==> config.mk <==
export PLATFORM = sky130hd
export DESIGN_NAME = wts_adsr_envelope_multi
export DESIGN_NICKNAME = d
export VERILOG_FILES = /design/src/rtl/wts_adsr_envelope_multi.sv
export SDC_FILE = /design/constraint.sdc
export NUM_CORES = 1
export LEC_CHECK = 0
export ABC_AREA = 1
export CAP_MARGIN = 5
export CORE_ASPECT_RATIO = 0.9
export CORE_MARGIN = 1.5
export CORE_UTILIZATION = 48
export CTS_BUF_LIST = sky130_fd_sc_hd__clkbuf_8
export CTS_CLUSTER_DIAMETER = 100
export CTS_CLUSTER_SIZE = 25
export DETAILED_ROUTE_END_ITERATION = 7
export PLACE_DENSITY_LB_ADDON = 0.3
export SLEW_MARGIN = 30
export SYNTH_ARGS = -nofsm -noshare
export SYNTH_HDL_FRONTEND = slang
export SYNTH_SLANG_ARGS = --single-unit
==> constraint.sdc <==
create_clock -name clk -period 4.6 [get_ports clk]
set_input_delay 0.92 -clock clk [delete_from_list [all_inputs] [get_ports clk]]
set_output_delay 0.92 -clock clk [all_outputs]
set_load 0.01 [all_outputs]
==> src/rtl/wts_adsr_envelope_multi.sv <==
// Time-multiplexed N-channel ADSR envelope generator, one slot per active pulse.
// Per-channel level/state/rate counter in arrays; key events latched until visited.
//
// Ports:
//   clk, nreset          clock, async active-low reset
//   active               slot strobe; one channel processed per pulse
//   key_on/release/off   per-channel key pulses (NUM_CH bits)
//   reg_ar/dr/sr/rr      packed per-channel rates (NUM_CH*RW), ch0 in LSBs
//   reg_sl               packed sustain levels (NUM_CH*(LW-1))
//   envelope             packed per-channel level 0..2^(LW-1), registered
//   busy                 per-channel state != IDLE, registered
module wts_adsr_envelope_multi #(
  parameter int NUM_CH = 5,
  parameter int LW     = 8,
  parameter int RW     = 8,
  parameter int PRE    = 8
) (
  input  logic                       clk,
  input  logic                       nreset,
  input  logic                       active,
  input  logic [NUM_CH-1:0]          key_on,
  input  logic [NUM_CH-1:0]          key_release,
  input  logic [NUM_CH-1:0]          key_off,
  input  logic [NUM_CH*RW-1:0]       reg_ar,
  input  logic [NUM_CH*RW-1:0]       reg_dr,
  input  logic [NUM_CH*RW-1:0]       reg_sr,
  input  logic [NUM_CH*RW-1:0]       reg_rr,
  input  logic [NUM_CH*(LW-1)-1:0]   reg_sl,
  output logic [NUM_CH*LW-1:0]       envelope,
  output logic [NUM_CH-1:0]          busy
);

  localparam int CW = RW + PRE;
  localparam int SW = (NUM_CH > 1) ? $clog2(NUM_CH) : 1;
  localparam logic [LW-1:0] LMAX = LW'(1) << (LW - 1);

  typedef enum logic [2:0] {
    S_IDLE,
    S_ATTACK,
    S_DECAY,
    S_SUSTAIN,
    S_RELEASE
  } st_t;

  st_t             st_q  [NUM_CH];
  logic [LW-1:0]   lvl_q [NUM_CH];
  logic [CW-1:0]   cnt_q [NUM_CH];

  logic [SW-1:0]     slot;
  logic [NUM_CH-1:0] pend_on;
  logic [NUM_CH-1:0] pend_rel;
  logic [NUM_CH-1:0] pend_off;
  logic [NUM_CH-1:0] sel;
  logic [NUM_CH-1:0] clr;

  logic [LW-1:0]   cur_lvl;
  st_t             cur_st;
  logic [CW-1:0]   cur_cnt;
  logic [RW-1:0]   ar;
  logic [RW-1:0]   dr;
  logic [RW-1:0]   sr;
  logic [RW-1:0]   rr;
  logic [LW-2:0]   sl;
  logic            ev_on;
  logic            ev_rel;
  logic            ev_off;

  logic [RW-1:0]   rate;
  logic [LW-1:0]   stp_lvl;
  logic [LW-1:0]   nxt_lvl;
  st_t             nxt_st;
  logic [CW-1:0]   nxt_cnt;

  always_comb begin
    sel = '0;
    for (int i = 0; i < NUM_CH; i++)
      sel[i] = (slot == SW'(i));
    clr = active ? sel : '0;
  end

  // Gather the visited channel's context; a same-cycle pulse counts as pending.
  always_comb begin
    cur_lvl = '0;
    cur_st  = S_IDLE;
    cur_cnt = '0;
    ar      = '0;
    dr      = '0;
    sr      = '0;
    rr      = '0;
    sl      = '0;
    ev_on   = 1'b0;
    ev_rel  = 1'b0;
    ev_off  = 1'b0;
    for (int i = 0; i < NUM_CH; i++) begin
      if (sel[i]) begin
        cur_lvl = lvl_q[i];
        cur_st  = st_q[i];
        cur_cnt = cnt_q[i];
        ar      = reg_ar[i*RW +: RW];
        dr      = reg_dr[i*RW +: RW];
        sr      = reg_sr[i*RW +: RW];
        rr      = reg_rr[i*RW +: RW];
        sl      = reg_sl[i*(LW-1) +: (LW-1)];
        ev_on   = pend_on[i]  | key_on[i];
        ev_rel  = pend_rel[i] | key_release[i];
        ev_off  = pend_off[i] | key_off[i];
      end
    end
  end

  always_comb begin
    rate = '0;
    unique case (cur_st)
      S_ATTACK:  rate = ar;
      S_DECAY:   rate = dr;
      S_SUSTAIN: rate = sr;
      S_RELEASE: rate = rr;
      default:   rate = '0;
    endcase

    stp_lvl = cur_lvl;
    nxt_lvl = cur_lvl;
    nxt_st  = cur_st;
    nxt_cnt = cur_cnt;

    if (ev_off) begin
      nxt_lvl = '0;
      nxt_st  = S_IDLE;
      nxt_cnt = '0;
    end else if (ev_on) begin
      nxt_st  = S_ATTACK;
      nxt_lvl = (ar == '0) ? LMAX : '0;
      nxt_cnt = {ar, {PRE{1'b1}}};
    end else if (ev_rel) begin
      if (cur_st != S_IDLE)
        nxt_st = S_RELEASE;
    end else begin
      if (cur_cnt != '0) begin
        nxt_cnt = cur_cnt - CW'(1);
      end else begin
        nxt_cnt = {rate, {PRE{1'b1}}};
        if (rate != '0) begin
          if (cur_st == S_ATTACK) begin
            if (cur_lvl < LMAX)
              stp_lvl = cur_lvl + LW'(1);
          end else if (cur_lvl != '0) begin
            stp_lvl = cur_lvl - LW'(1);
          end
        end
      end
      nxt_lvl = stp_lvl;
      // Transitions look at the post-step level of this same visit.
      unique case (cur_st)
        S_ATTACK: begin
          if (stp_lvl >= LMAX) begin
            nxt_lvl = LMAX;
            nxt_st  = S_DECAY;
          end
        end
        S_DECAY: begin
          if (stp_lvl <= {1'b0, sl})
            nxt_st = S_SUSTAIN;
        end
        S_SUSTAIN, S_RELEASE: begin
          if (stp_lvl == '0)
            nxt_st = S_IDLE;
        end
        default: ;
      endcase
    end
  end

  always_ff @(posedge clk or negedge nreset) begin
    if (!nreset) begin
      slot     <= '0;
      pend_on  <= '0;
      pend_rel <= '0;
      pend_off <= '0;
      envelope <= '0;
      busy     <= '0;
      for (int i = 0; i < NUM_CH; i++) begin
        lvl_q[i] <= '0;
        st_q[i]  <= S_IDLE;
        cnt_q[i] <= '0;
      end
    end else begin
      pend_on  <= (pend_on  | key_on)      & ~clr;
      pend_rel <= (pend_rel | key_release) & ~clr;
      pend_off <= (pend_off | key_off)     & ~clr;
      if (active) begin
        if (slot == SW'(NUM_CH - 1))
          slot <= '0;
        else
          slot <= slot + SW'(1);
      end
      for (int i = 0; i < NUM_CH; i++) begin
        if (clr[i]) begin
          lvl_q[i] <= nxt_lvl;
          st_q[i]  <= nxt_st;
          cnt_q[i] <= nxt_cnt;
        end
        envelope[i*LW +: LW] <= lvl_q[i];
        busy[i]              <= (st_q[i] != S_IDLE);
      end
    end
  end

endmodule

==> metrics.txt <==
GP Congestion 0.987; wire length on met3 4110 um; Sequential Area 0.00496 sq mm; WL per Instance 19.4 um; root buffer cell clkbuf_8; Hold Fails Final Rpt 0; commonest cells after routing, fill and taps aside nand2_1 (560), clkdlybuf4s50_1 (256), dfrtp_1 (195); Setup crit end kind flip-flop; r2r worst-path depth 34; Mapped Area 0.0121 sq mm; largest net degree at the start of global routing 112; P_int 0.00619 W; Global Route Usage Sum 0.328; capture point of the worst reg-to-reg path st_q[6]; worst hold slack 0.392 ns; chip width 170 um; # setup viols final 0; Worst slew margin 0.414; clk_lat worst skew 0.50 ns; IO Port Bufs 257; DR pass1 iterations 6; commonest non-fill, non-tap cell in the layout nand2_1; CORE AREA 0.0245 sq mm; Die Footprint 0.0261 sq mm; Yosys reg bits 198; sequential share of power 0.207; Seq/Total Area, Yosys 0.410; Die H 153 um; Most common cell on crit path nand2_1; fin worst setup slack 0.0884 ns; Sw Ratio 0.525; number of routed nets with antenna violations 0; Worst R2R Setup Slack 0.09 ns; Final nets 2242; number of diodes 0; Detailed Route WL 45800 um; P_leak 7.82 nW; Hold Startpoint lvl_q[4]; syn nets 1954; Final Max Tran Viols 0; initial antenna violation count 0; area occupied by multi-input gates 0.00643 sq mm; Yosys cell types 47; EDFF count, synth 0; Worst path depth 34; status complete, no violations; pre-CTS setup slack 0.147 ns; grt total ovfl 0; # placed instances 2306; yosys warns 0; Post-Route Skew 0.0262 ns; CP peak stage delay 0.50 ns; number of global-route vias before repair 12100; final cell utilization of the core 0.673; WS Path Type flip-flop to flip-flop; Worst setup SP type flip-flop; Slowest cell on crit path dfrtp_2; hold crit path type flip-flop to flip-flop; Reg2Reg Launch Point slot[2]; Max VDD drop 0.000497 V; Comb power frac 0.699; CP max FO 18; WHS Path Cells 0; sw power 0.00684 W; crit path time final 4.51 ns; Max Buffers Root-to-Sink 2; Finished Layout Cells 2362; CP required 4.98 ns; fmax 222 MHz; CTS tree yes; period utilization 0.981; num rows 54; HPWL after DPL 31000 um; Sink Count 198; Post-synth ARST share 1.00; Cells after Synth 1725; H-tree levels 4; num ports 258; Top FF cell, synth dfrtp_1; Reg clk slew, reported paths 0.13 ns; total number of vias 13200; Area growth syn-to-layout 36.3%; layout cells sized above 1 0.131; slew of the pin with the lowest slew margin 0.878 ns; Clk network pwr share 0.094; wire length on met2 21100 um; Num CTS Buffers 17; CP Data Arrival Time 4.89 ns; CP Buf/Inv Count 7; Power Dens Cells 792 mW/mm^2; Avg Inst Size Synth 7.00 sq um; Vias/cell 5.61; metal1 wirelength 18200 um; Initial DRC Count 1645; Fill cells 2061; CP delay by family, top simple AND/OR/NAND/NOR gates; drc violations 0; Hold Path Sink envelope[36]; max-cap violation count 0; Initial Utilization 0.494; first-pass GRT wire length 65600 um; Max Used Layer met4
==> layer usage <==
metal / GRT usage / vias to the layer above
met5: 0 / -
met4: 0.150 / 0
met3: 0.0539 / 137
met2: 0.542 / 754
met1: 0.421 / 6174
li1: - / 6180
==> per-stage QoR <==
stage	area [sq um]	power, W	setup TNS (ns)
floorplan	12100	0.00770	0
global placement	15300	0.0106	0
detailed placement	15300	0.0108	0
CTS	15800	0.0120	0
global route	16500	0.0139	-1.02
finish	16500	0.0130	0
==> logic make-up after synthesis <==
logic type / share of synthesized area
compound gates: 0.161
xor+xnor: 0.0109
fa+ha+maj: 0.0166
buf+inv: 0.0877
flops: 0.410
simple gates: 0.314
==> what timing repair did <==
action | 4_1_cts | 5_1_grt
hold endpoints to repair | 0 | 0
hold buffers | 0 | 0
setup buffers | 0 | 16
setup endpoints to repair | 0 | 5
resized for setup | 0 | 99
==> synth_stat cells (16+ instances only) <==
master / n / share of area
a21oi_1: 48 / 0.020
o21ai_1: 53 / 0.022
buf_2: 21 / 0.0087
o21ai_0: 163 / 0.068
nor2_1: 122 / 0.038
ha_1: 16 / 0.017
dfrtp_1: 198 / 0.41
nand3_1: 146 / 0.061
or2_2: 22 / 0.011
clkbuf_1: 52 / 0.016
nand2_1: 570 / 0.18
o211ai_1: 19 / 0.012
inv_1: 130 / 0.040
==> sequential cells by signal, indices dropped and copies added, names as in the netlist <==
name / count
busy: 5
cnt_q: 80
envelope: 40
lvl_q: 40
pend_off: 5
pend_on: 5
pend_rel: 5
slot: 3
st_q: 15
==> worst reg2reg max path: cells and delay by family (launching register included) <==
| family | cells | cell delay (ns) |
|---|---|---|
| flip-flops | 1 | 0.50 |
| buffers and inverters | 7 | 0.64 |
| AND/OR/NAND/NOR | 18 | 1.79 |
| AO/OA/AOI/OAI | 7 | 0.97 |
| adder cells (fa/ha/maj) | 2 | 0.51 |
==> worst max path at each step <==
stage	from	endpoint
after detailed placement	reg_ar[18]	st_q[3]
after global placement	reg_sr[23]	st_q[3]
after global routing	slot[0]	st_q[6]
final	slot[2]	st_q[6]
after floorplan	slot[2]	st_q[0]
after CTS	slot[2]	st_q[3]
==> final cells by class <==
type / instances / area share
flip-flops and latches: 198 / 0.301
clock inverters: 14 / 0.0110
inverters: 149 / 0.0355
well taps: 336 / 0.0255
clock buffers: 18 / 0.0151
multi-input cells: 1283 / 0.391
repair buffers: 364 / 0.221
==> power by group through the flow <==
stage	clock network [W]	logic, W	registers (W)
finish	0.00123	0.00910	0.00270
global route	0.00130	0.00985	0.00277
detailed placement	0	0.00804	0.00271
floorplan	0	0.00499	0.00271
CTS	0.00123	0.00809	0.00268
global placement	0	0.00794	0.00268
No activity file was read; power rests on OpenSTA's default activity.
